### config.mk
export PLATFORM = sky130hd
export DESIGN_NAME = instr_fetch
export DESIGN_NICKNAME = d
export VERILOG_FILES = /design/src/rtl/instr_fetch.sv
export SDC_FILE = /design/constraint.sdc
export NUM_CORES = 1
export LEC_CHECK = 0
export CAP_MARGIN = 20
export CORE_UTILIZATION = 40
export CTS_BUF_LIST = sky130_fd_sc_hd__clkbuf_4
export CTS_CLUSTER_SIZE = 25
export DETAILED_ROUTE_END_ITERATION = 10
export GPL_TIMING_DRIVEN = 0
export PLACE_DENSITY = 0.57
export SYNTH_ARGS = -nofsm -noshare
export SYNTH_HDL_FRONTEND = slang
export SYNTH_SLANG_ARGS = --single-unit
### constraint.sdc
create_clock -name clk -period 3.2 [get_ports clk]
set_input_delay 0.64 -clock clk [delete_from_list [all_inputs] [get_ports clk]]
set_output_delay 0.64 -clock clk [all_outputs]
set_load 0.005 [all_outputs]
### src/rtl/instr_fetch.sv
`default_nettype none
// ============================================================================
// Module      : instr_fetch
// Description : Program store and program counter feeding the CPU core.
//               The store is written through a load port while the block is
//               idle or halted. After start, one instruction per cycle is
//               issued with a valid flag. The block supports core stall,
//               jump with a one-cycle flush bubble, and a halt opcode.
//               A saturating counter tracks instructions issued since start.
// Ports       : clk, rst (async, active-low)
//               load_en/load_addr/load_data - program-store write port
//               start, stall, jump_en/jump_addr - control inputs
//               instruction/instr_valid     - registered issue to the core
//               pc, halted, busy, issue_cnt - status outputs
// Revision    : 1.0 - initial release
// ============================================================================
module instr_fetch #(
  parameter int         INSTR_WIDTH = 20,
  parameter int         PC_BITS     = 5,
  parameter logic [3:0] HALT_OP     = 4'hF,
  parameter int         CNT_WIDTH   = 8
) (
  input  logic                   clk,
  input  logic                   rst,
  input  logic                   load_en,
  input  logic [PC_BITS-1:0]     load_addr,
  input  logic [INSTR_WIDTH-1:0] load_data,
  input  logic                   start,
  input  logic                   stall,
  input  logic                   jump_en,
  input  logic [PC_BITS-1:0]     jump_addr,
  output logic [INSTR_WIDTH-1:0] instruction,
  output logic                   instr_valid,
  output logic [PC_BITS-1:0]     pc,
  output logic                   halted,
  output logic                   busy,
  output logic [CNT_WIDTH-1:0]   issue_cnt
);

  localparam int                 c_DEPTH   = 1 << PC_BITS;
  localparam logic [PC_BITS-1:0] c_PC_ONE  = {{(PC_BITS-1){1'b0}}, 1'b1};
  localparam logic [CNT_WIDTH-1:0] c_CNT_ONE = {{(CNT_WIDTH-1){1'b0}}, 1'b1};
  localparam logic [CNT_WIDTH-1:0] c_CNT_MAX = {CNT_WIDTH{1'b1}};

  typedef enum logic [1:0] {
    S_IDLE = 2'd0,
    S_RUN  = 2'd1,
    S_HALT = 2'd2
  } state_t;

  state_t                 r_state;
  state_t                 w_state;
  logic [INSTR_WIDTH-1:0] r_mem [c_DEPTH];
  logic [PC_BITS-1:0]     r_pc,     w_pc;
  logic [INSTR_WIDTH-1:0] r_instr,  w_instr;
  logic                   r_valid,  w_valid;
  logic                   r_halted, w_halted;
  logic                   r_busy,   w_busy;
  logic [CNT_WIDTH-1:0]   r_cnt,    w_cnt;

  logic [INSTR_WIDTH-1:0] w_fetch;
  logic                   w_is_halt;
  logic                   w_load_ok;

  // Combinational read of the word at the current pc; it only reaches the
  // outputs through r_instr.
  assign w_fetch   = r_mem[r_pc];
  assign w_is_halt = (w_fetch[INSTR_WIDTH-1 -: 4] == HALT_OP);
  assign w_load_ok = load_en && (r_state != S_RUN);

  // The store has no reset so a program survives an aborted run.
  always_ff @(posedge clk) begin
    if (w_load_ok) begin
      r_mem[load_addr] <= load_data;
    end
  end

  always_ff @(posedge clk or negedge rst) begin
    if (!rst) begin
      r_state  <= S_IDLE;
      r_pc     <= '0;
      r_instr  <= '0;
      r_valid  <= 1'b0;
      r_halted <= 1'b0;
      r_busy   <= 1'b0;
      r_cnt    <= '0;
    end else begin
      r_state  <= w_state;
      r_pc     <= w_pc;
      r_instr  <= w_instr;
      r_valid  <= w_valid;
      r_halted <= w_halted;
      r_busy   <= w_busy;
      r_cnt    <= w_cnt;
    end
  end

  always_comb begin
    w_state  = r_state;
    w_pc     = r_pc;
    w_instr  = r_instr;
    w_valid  = r_valid;
    w_halted = r_halted;
    w_cnt    = r_cnt;
    unique case (r_state)
      S_IDLE: begin
        // The start edge only arms the run; the first fetch happens on the
        // following edge, so a load on the start edge is already visible.
        if (start) begin
          w_pc    = '0;
          w_cnt   = '0;
          w_state = S_RUN;
        end
      end
      S_RUN: begin
        if (stall) begin
          // Everything holds; a pending jump is retried by the requester.
        end else if (jump_en) begin
          w_pc    = jump_addr;
          w_instr = '0;
          w_valid = 1'b0;
        end else if (w_is_halt) begin
          // pc stays on the halt word, which is never issued.
          w_instr  = '0;
          w_valid  = 1'b0;
          w_halted = 1'b1;
          w_state  = S_HALT;
        end else begin
          w_instr = w_fetch;
          w_valid = 1'b1;
          w_pc    = r_pc + c_PC_ONE;
          if (r_cnt != c_CNT_MAX) begin
            w_cnt = r_cnt + c_CNT_ONE;
          end
        end
      end
      S_HALT: begin
        if (start) begin
          w_halted = 1'b0;
          w_pc     = '0;
          w_cnt    = '0;
          w_state  = S_RUN;
        end
      end
      default: begin
        w_state = S_IDLE;
      end
    endcase
    // busy is registered from the next state so it stays a flop output.
    w_busy = (w_state == S_RUN);
  end

  assign instruction = r_instr;
  assign instr_valid = r_valid;
  assign pc          = r_pc;
  assign halted      = r_halted;
  assign busy        = r_busy;
  assign issue_cnt   = r_cnt;

endmodule
`default_nettype wire
Word level (Yosys, flattened, before mapping) --
Memory sizes are Yosys's and may differ from the RTL's. Index checks and enable logic that the tools add are counted.
Operators by class: div/mod/pow operators 0, $add $sub $neg 2, magnitude comparators 0, shift operators 0, $mul 0, bitwise gates (word level) 1, reductions and logical operators 9, multiplexer cells 27, eq/ne operators 14
Operators by type and width (count):
- $mux 20 | 2
- $mux 8 | 5
- $mux 5 | 4
- $pmux 8 s2 | 1
- $ne 2x2->1 const B | 6
- $pmux 5 s2 | 1
- $add 8x1->8 const B | 1
- $mux 1 | 8
- $mux 2 | 4
- $ne 8x8->1 const B | 1
- $reduce_and 6->1 | 1
- $add 5x1->5 const B | 1
- $reduce_and 5->1 | 1
- $eq 2x1->1 const B | 2
- $eq 4x4->1 const B | 1
- $ne 2x1->1 const B | 2
- $pmux 2 s2 | 1
- $reduce_and 4->1 | 1
- $reduce_bool 2->1 | 2
- $ne 3x3->1 const B | 1
- $eq 2x2->1 const B | 1
- $logic_not 2->1 | 1
- $pmux 1 s2 | 1
- $reduce_and 2->1 | 1
- other kinds (3) | 3
Storage, ports and cells: memory bits (writable) 640, ROM bits 0, input port bits 36, word-level logic and storage cells 61, bits in registers 38, memories 1, latch bits 0
Memories:
- r_mem | words 32, bits a word 20, read ports 1, clocked after Yosys merged registers in 0, write ports 1, RTL line 53 | logic [INSTR_WIDTH-1:0] r_mem [c_DEPTH];

Logic depth before layout (Yosys ltp) --
Gate-level depths: netlist of run 1. An unclocked memory read counts as a cell.
word-level depth 7, depth in mapped cells 11, depth with buffers taken out 7

Worst setup path after synthesis of run 1 --
OpenSTA, ideal clock, no wires.
path kind register to register, from register r_state[0], to memory r_mem[12][0] (enable), arrival 2.357 ns, path slack 0.446 ns, path buffers 3, required time 2.803 ns, stages on the path, launching flop included 8, cell sequence dfrtp_1 -> clkbuf_1 -> nand2b_1 -> clkbuf_1 -> nand2_1 -> or3_1 -> clkbuf_1 -> nor2_1
Between the ends: cells in the longest elaborated chain, start to end 4
RTL lines:
- start: declaration | RTL line 51 | state_t r_state;
- start signal: assignment | RTL line 88 | r_state <= w_state;
- $ne 2x1->1 | RTL line 69 | assign w_load_ok = load_en && (r_state != S_RUN);
- $logic_and 1x1->1 | RTL line 69
- $mux 1 | RTL line 73 | if (w_load_ok) begin
- $mux 1 (not written as such) | RTL line 74 | r_mem[load_addr] <= load_data;
- end: declaration | RTL line 53
Every way passes these cells.

Final worst setup path of run 1 --
from register r_state[0], to memory r_mem[16][9] (enable)
Same word-level chain as after synthesis.

==> results.toml, run 1 <==
[power]
p_int_mw = 17.4
power_frac_comb_pct = 29.5
ir_drop_uv = 356
leakage_nw = 10.1
power.density_nw_per_um2 = 787
p_sw_mw = 7.30
p_total_mw = 24.7
switching_share_pct = 29.6
sequentialPowerShare_pct = 40.9
clkPwrFrac_pct = 29.7

[detailed_routing]
dr.pass1.iters = 5
wl_per_cell_um = 26.2
drtIter0Drc = 1227
routed_wirelength_um = 64100
vias_per_cell = 5.42
num_vias = 13200
route.detailed.drc = 0
ant_nets = 0

[cells_and_area]
final_cells = 2444
fillers = 5449
drive_above_1_share_pct = 37.7
final_nets = 1502
final_core_util_pct = 48.4
area_delta_synth_final_pct = 19.4
final_area_sq_um = 31300

[placement]
dp.cells = 2115
pre_cts_slack_ps = -609
io_buffers = 71
gp_congestion = 0.762
dpl-instance-area_sq_um = 28400
hpwlAfterDp_um = 38700

[status]
status = "complete, no violations"

[clock_tree]
cts-buffers-inserted = 172
cts_buffer_depth = 3
ctsRootBufferMaster = "clkbuf_4"
cts_tree = "built"
path_clk_slew_ps = 70
cts.sinks = 678
clock_latency_ps = 1000
htree_levels = 4

[floorplanning]
die_x_um = 258
ioPinCount = 72
fp.coreArea_sq_um = 64700
die_h_um = 258
start_util_pct = 40.6
die-area_sq_um = 66600
rows = 93

[setup_path]
crit_required_ps = 3770
cp-start-kind = "flip-flop"
cp_max_fo = 20
end_kind = "flip-flop"
worstPathArrival_ps = 3690
worstSetupPathType = "reg2reg"

[flow_run]
drv_cap = 0

[sta]
worstMarginPinSlew_ps = 1120
final.setup.tns_ps = 0
grt_setup_unrepaired = "yes"
hold_slack_ps = 147
period_share_pct = 97.5
fmax_ghz = 0.321
period_needed_ps = 3120
hold_viol_final = 0
worst_clock_skew_ps = 54.2
maxSlewViolCount = 0
setup_slack_ps = 80.4
setup_viol = 0
relSlewSlack_pct = 25.2

[global_routing]
gr-total-overflow = 0
antenna_found_initial = 2
grt_pass1_vias = 13900
grt_max_degree = 33
grtUsageTotal_pct = 20.0
grt_pass1_wl_um = 93300

[logic_synthesis]
synth_cell_types = 56
syn_area_per_cell_sq_um = 22.3
ys_ff_latch = 678
netlist_area_sq_um = 26200
synthCells = 1176
synth.most_common_cell = "edfxtp_1"
synth_fp_nets = 1214
synth_top_flop_cell = "edfxtp_1"
synth_top_area_share_pct = 73.2
postSynth.asyncResetShare_pct = 5.60
seq_area_frac_synth_pct = 76.8
yosys-top-cells-area = "edfxtp_1 (73%), mux4_2 (16%), dfrtp_1 (3.6%)"
synth_common_cells = "edfxtp_1 (640), mux4_2 (183), mux2i_1 (41), nor2_1 (40)"
synth_edf_count = 640
yosys.area.top_type = "edfxtp_1"
yosys_warnings = 0

[hold_path]
worstHoldPathType = "in2async"
-- what timing repair did --
item                       CTS  global route
pin swaps                    9             0
resized for setup           50            12
setup buffers                8             0
hold endpoints to repair    38             0
cloned                       3             0
setup endpoints to repair  413            70
hold buffers                 1             0
-- per-layer routing --
layer	GRT usage [%]	share of wire, %	up-vias
met5	0	0	-
met4	6.85	1.9	0
met3	4.74	6.0	84
met2	31.9	49	475
met1	27.0	43	7001
li1	-	-	5684
-- power by group through the flow --
| stage | Clock (mW) | Sequential (mW) | Combinational (mW) |
|---|---|---|---|
| 2_1_floorplan | 0 | 10.2 | 4.40 |
| 3_3_place_gp | 0 | 10.3 | 6.86 |
| 3_5_place_dp | 0 | 10.3 | 6.95 |
| 4_1_cts | 7.54 | 10.1 | 7.27 |
| 5_1_grt | 8.00 | 10.1 | 7.71 |
| 6_report | 7.32 | 10.1 | 7.28 |
-- kinds of logic (layout without fill, tap and decap cells) --
logic type / Yosys count / in the layout / synth area share (%)
fa+ha+maj: 2 / 2 / 0.0953
buf+inv: 69 / 478 / 1.43
simple gates: 130 / 133 / 2.47
flops: 678 / 678 / 76.8
other cells: 0 / 1 / 0
compound gates: 72 / 72 / 1.84
mux: 225 / 225 / 17.3
-- final timing paths --
| check | start | slack [ps] | depth (start not counted) | end |
|---|---|---|---|---|
| max | r_state[0] | 80 | 7 | r_mem[16][9] |
| min | rst | 150 | 2 | instruction[14] |
| max reg2reg | r_state[0] | 80 | 7 | r_mem[16][9] |
| min reg2reg | instruction[6] | 490 | 2 | instruction[6] |
| max in group asynchronous | rst | 2480 | 3 | instruction[1] |
| min in group clk | load_data[2] | 320 | 1 | r_mem[31][2] |
-- layout make-up --
type	instances	area (sq um)	area share, %
Antenna cell	1	2.50	0.00799
Buffer	62	457	1.46
Clock buffer	263	1970	6.30
Clock inverter	35	228	0.727
Inverter	7	26.3	0.0838
Multi-Input combinational cell	432	6000	19.1
Sequential cell	678	20200	64.4
Tap cell	855	1070	3.41
Timing Repair Buffer	111	1410	4.50
-- flip-flops by register name (all words and copies together), names as in the netlist --
signal,count
issue_cnt,8
r_state,2
instruction,20
r_mem,640
busy,1
instr_valid,1
halted,1
pc,5
-- critical path, stage by stage (launching register included) --
cell and delay [ps]:
dfrtp_1 360, clkbuf_1 220, nand2b_1 140, clkbuf_2 270
nand2_1 100, or3_1 320, clkbuf_1 390, nor2_4 890
-- cells in the final DEF (no fill, tap or decap), types with 8 or more instances in the layout --
cell	n
clkinv_1	20
clkdlybuf4s50_1	70
mux4_2	183
mux2i_1	35
clkbuf_1	20
clkbuf_16	9
buf_4	14
nor2_1	8
dfrtp_1	37
buf_6	9
buf_8	19
clkbuf_4	267
nor2_4	27
nand3_1	13
buf_2	10
nor2_2	9
nand2_1	38
edfxtp_1	640
o21ai_1	25
(Power assumes the default switching activity.)
==> inputs of run 2 (changes only) <==
--- a/config.mk
+++ b/config.mk
@@ -6,12 +6,12 @@
 export NUM_CORES = 1
 export LEC_CHECK = 0
 export CAP_MARGIN = 20
-export CORE_UTILIZATION = 40
+export CORE_UTILIZATION = 29
 export CTS_BUF_LIST = sky130_fd_sc_hd__clkbuf_4
 export CTS_CLUSTER_SIZE = 25
 export DETAILED_ROUTE_END_ITERATION = 10
 export GPL_TIMING_DRIVEN = 0
-export PLACE_DENSITY = 0.57
+export MAX_ROUTING_LAYER = met4
 export SYNTH_ARGS = -nofsm -noshare
 export SYNTH_HDL_FRONTEND = slang
 export SYNTH_SLANG_ARGS = --single-unit
==> results.toml, run 2 (synthesis results as in run 1) <==
[clock_tree]
cts.sinks = 678
cts_tree = "built"
cts_buffer_depth = 3
clock_latency_ps = 1000
htree_levels = 4
ctsRootBufferMaster = "clkbuf_4"
path_clk_slew_ps = 60
cts-buffers-inserted = 172

[cells_and_area]
final_cells = 2768
drive_above_1_share_pct = 37.8
top_register = "r_mem"
area_delta_synth_final_pct = 21.7
final_common_cell = "edfxtp_1"
final_nets = 1506
final_area_sq_um = 31900
final_core_util_pct = 35.9
layout_common_cells = "edfxtp_1 (640), clkbuf_4 (267), mux4_2 (183)"
largest_reg_flops = 640

[power]
switching_share_pct = 29.8
power.density_nw_per_um2 = 777
p_total_mw = 24.8
clkPwrFrac_pct = 29.2
p_sw_mw = 7.40
ir_drop_uv = 426
leakage_nw = 10.2
p_int_mw = 17.4
power_frac_comb_pct = 30.2
sequentialPowerShare_pct = 40.7

[setup_path]
cpMaxStageDelayCell = "nor2_4"
r2r-end = "r_mem[20][3]"
end_kind = "flip-flop"
cp-start-kind = "flip-flop"
crit_start = "r_state[0]"
crit_required_ps = 3780
path_cells = "clkbuf_1 -> nand2b_1 -> clkbuf_2 -> nand2_1 -> or3_1 -> clkbuf_1 -> nor2_4"
worstSetupPathType = "reg2reg"
crit_family = "simple AND/OR/NAND/NOR gates"
cp_max_fo = 20
r2r_cells = 7
r2r_slack_ps = 40
worstPathArrival_ps = 3740
cp_slowest_stage_delay_ps = 890
path_buf_inv = 3
reg2reg_from = "r_state[0]"
crit_top_cell = "clkbuf_1"

[floorplanning]
die_h_um = 303
die_x_um = 303
die-area_sq_um = 91700
fp.coreArea_sq_um = 89100
ioPinCount = 72
rows = 109
start_util_pct = 29.5

[global_routing]
grt_pass1_vias = 14000
grt_max_degree = 33
grtUsageTotal_pct = 14.8
grt_pass1_wl_um = 93600
antenna_found_initial = 5
gr-total-overflow = 0

[placement]
gp_congestion = 0.811
io_buffers = 71
hpwlAfterDp_um = 41300
dp.cells = 2431
dpl-instance-area_sq_um = 29000
pre_cts_slack_ps = -645

[detailed_routing]
dr.pass1.iters = 7
vias_per_cell = 4.82
drtIter0Drc = 1387
wl_per_cell_um = 23.3
ant_nets = 0
route.detailed.drc = 0
routed_wirelength_um = 64400
num_vias = 13300

[hold_path]
worstHoldPathType = "in2async"

[status]
status = "complete, no violations"

[sta]
period_share_pct = 98.9
period_needed_ps = 3160
setup_viol = 0
worstMarginPinSlew_ps = 1080
fmax_ghz = 0.316
worst_clock_skew_ps = 49.1
relSlewSlack_pct = 27.6
grt_setup_unrepaired = "yes"
setup_slack_ps = 36.4
final.setup.tns_ps = 0
hold_viol_final = 0
maxSlewViolCount = 0
hold_slack_ps = 171

[flow_run]
drv_cap = 0
run 2: cell count changes in the layout (fill, tap and decap cells not counted), moves of 4 or more:
cell and change:
buf_16 +9, diode_2 +6, clkinv_1 +9, clkbuf_2 +6, buf_2 -6, clkbuf_16 -4
run 2: worst max-delay path by stage:
stage / slack (ps) / endpoint / cells after the start
finish: 40 / r_mem[20][3] / 7
floorplan: 450 / r_mem[12][0] / 7
CTS: 20 / instruction[4] / 9
global placement: -1080 / r_mem[4][5] / 5
detailed placement: -650 / instruction[15] / 9
global route: -80 / r_mem[20][3] / 7
run 2: final cells by class:
type	count	area [sq um]
Antenna cell	7	17.5
Buffer	62	473
Clock buffer	264	1980
Clock inverter	38	198
Fill cell	8239	57100
Inverter	7	26.3
Multi-Input combinational cell	431	6040
Sequential cell	678	20200
Tap cell	1165	1460
Timing Repair Buffer	116	1570
run 2: power by group through the flow:
| stage | clock network, mW | logic [mW] | registers [mW] |
|---|---|---|---|
| finish | 7.24 | 7.48 | 10.1 |
| floorplan | 0 | 4.40 | 10.2 |
| CTS | 7.41 | 7.31 | 10.1 |
| global route | 7.87 | 7.88 | 10.1 |
| global placement | 0 | 6.83 | 10.3 |
| detailed placement | 0 | 6.97 | 10.3 |
run 2: tightest hold or removal path, stage by stage:
cell           delay (ps)
dlygate4sd3_1         520
buf_2                 140
buf_12                210
run 2: timing repair:
action                                  in CTS  in global routing
gates cloned                                 2                  0
resized for setup                           58                 19
setup buffers                                6                  0
pin swaps                                    8                  2
hold endpoints to repair                    38                  0
hold buffers                                 2                  0
endpoints found under the setup margin     405                 54
run 2: per-layer routing:
metal	global-route usage, %	routed length, um	vias up
met5	-	0	-
met1	18.7	27400	7075
li1	-	-	5685
met2	23.2	31700	484
met3	3.58	3910	100
met4	5.08	1440	0
==> patch: new RTL, config.mk and constraints of run 2 <==
`INSTR_WIDTH`: 20 -> 40.
--- a/src/rtl/instr_fetch.sv
+++ b/src/rtl/instr_fetch.sv
@@ -15,7 +15,7 @@
 // Revision    : 1.0 - initial release
 // ============================================================================
 module instr_fetch #(
-  parameter int         INSTR_WIDTH = 20,
+  parameter int         INSTR_WIDTH = 40,
   parameter int         PC_BITS     = 5,
   parameter logic [3:0] HALT_OP     = 4'hF,
   parameter int         CNT_WIDTH   = 8
Interface: changed (resized instruction and load_data); port bits go from 72 to 112. No check against the original RTL was run, so the function may have changed too.
==> patch against run 2 <==
- setup slack worse by 0.052 ns
- synthesized area is 95% higher
- design area rose by 94%
- routed wire length is 110% higher
- count of clock-buffer cells in the layout up 245
- the run now ends with negative setup slack left
- largest power group unchanged
- total power up 93%
- worst hold slack better by 0.011 ns
- sequential cell count is 660 higher
- synthesized cell count is 83% higher
==> patch: results (changes against run 2) <==
* Failing checks: negative setup slack
* Status: finished with violations
* Cell count of the worst reg-to-reg path at 6 (-1)
* Routability cong. at 0.772 (-4.8%)
* WL final at 134000 um (+110%)
* Flop-to-flop setup slack at -0.02 ns (-0.05 ns)
* Drt initial violations at 2996 (+120%)
* Async S/R FF share, synth at 0.0433 (-0.0127)
* Peak VDD IR at 0.390 mV (-8.4%)
* Min-delay worst type: in2reg
* Sequential area share after synthesis at 0.778 (+0.00998)
* Via density at 4.83 (+0.11%)
* Setup violators final at 5 (+5)
* Share of layout cells above drive strength 1 at 0.391 (+0.0136)
* Tightest Pin Transition at 1.34 ns (+0.254 ns)
* Cts bufs inserted at 351 (+100%)
* Netlist cell types at 62 (+11%)
* Antenna violations before repair at 8 (+3)
* Crit path largest cell delay at 1.11 ns (+0.22 ns)
* Gr usage total at 0.153 (+0.00523)
* Leak at 19.6 nW (+92%)
* Routed wire length per instance at 25.4 um (+9.1%)
* DP Wirelength at 87600 um (+110%)
* Worst R2R End: r_mem[0][12]$_DFFE_PP_
* Port-buffer cells at 110 (+55%)
* Vias in the first global route at 26338 (+88%)
* DRT Pass-1 Iters at 6 (-1)
* Post-synthesis instance total at 2152 (+83%)
* Synth top cells by count: edfxtp_1 (1280), mux4_2 (369), clkbuf_1 (65), dfrtp_1 (58), nand2_1 (57)
* Min setup slack post-route at -0.0160 ns (-0.0523 ns)
* Critical-path top delay cell: nor2_2
* CTS max path bufs at 4 (+1)
* # H-tree levels at 5 (+1)
* FF-to-FF Start: r_state[1]$_DFF_PN0_
* Clock skew at 0.102 ns (+0.0530 ns)
* Critical Path RT at 3.97 ns (+0.19 ns)
* Final Net Count at 2781 (+85%)
* Largest register FFs at 1280 (+100%)
[patch: worst max path at each step]
stage / start / to / depth (start not counted) / slack, ns
after global routing: r_state[1]$_DFF_PN0_ / r_mem[0][8]$_DFFE_PP_ / 6 / -0.04
after CTS: pc[0]$_DFFE_PN0P_ / instruction[23]$_DFFE_PN0P_ / 9 / -0.08
after floorplan: r_state[1]$_DFF_PN0_ / r_mem[12][0]$_DFFE_PP_ / 6 / -0.15
after global placement: load_en / r_mem[12][25]$_DFFE_PP_ / 5 / -3.68
final: r_state[1]$_DFF_PN0_ / r_mem[0][12]$_DFFE_PP_ / 6 / -0.02
after detailed placement: pc[1]$_DFFE_PN0P_ / instruction[0]$_DFFE_PN0P_ / 8 / -1.08
[patch: report_power, final]
part / internal (W) / switching [W] / total (W)
Sequential: 0.0196 / 0.000225 / 0.0198
Combinational: 0.00675 / 0.00735 / 0.0141
Clock: 0.00746 / 0.00660 / 0.0141
Total: 0.0338 / 0.0142 / 0.0479
[patch: repair_timing]
action / 4_1_cts / 5_1_grt
gates resized for setup: 101 / 28
hold buffers: 4 / 0
setup buffers: 6 / 16
endpoints found under the hold margin: 63 / 0
cloned: 0 / 1
endpoints found under the setup margin: 122 / 120
pin swaps: 7 / 7
[patch: metrics by stage]
| stage | util | worst slack (ns) | hold WS (ns) | TNS [ns] |
|---|---|---|---|---|
| 3_5_place_dp | 0.326 | -1.08 | 0.476 | -154.49 |
| 2_1_floorplan | - | -0.146 | 0.344 | -62.17 |
| 6_report | 0.355 | -0.0160 | 0.181 | -0.0432 |
| 5_1_grt | 0.355 | -0.0407 | 0.0447 | -0.317 |
| 3_3_place_gp | 0.316 | -3.68 | 0.473 | -4085.55 |
| 4_1_cts | 0.352 | -0.0821 | 0.0992 | -0.181 |
[patch: final cells by class]
class	count	area (um2)
clock buffers	509	3820
plain buffers	114	850
repair buffers	218	3060
diodes	8	20.0
flip-flops and latches	1338	39900
fillers	16144	113000
multi-input cells	695	11100
inverters	5	18.8
clock inverters	64	325
well taps	2325	2910
[patch: logic make-up after synthesis]
| kind of cell | synth area share |
|---|---|
| adder cells (fa/ha/maj) | 0.000488 |
| flip-flops | 0.778 |
| AO/OA/AOI/OAI | 0.0140 |
| AND/OR/NAND/NOR | 0.0140 |
| multiplexers | 0.181 |
| buffers and inverters | 0.0121 |
[patch: metal layers]
layer,up-vias,track usage,part of all wire,routed length [um]
met3,170,0.0378,0.076,10200
met5,-,-,0,0
met1,13624,0.197,0.42,55600
li1,10621,-,-,-
met4,0,0.0493,0.019,2510
met2,1047,0.238,0.49,65600
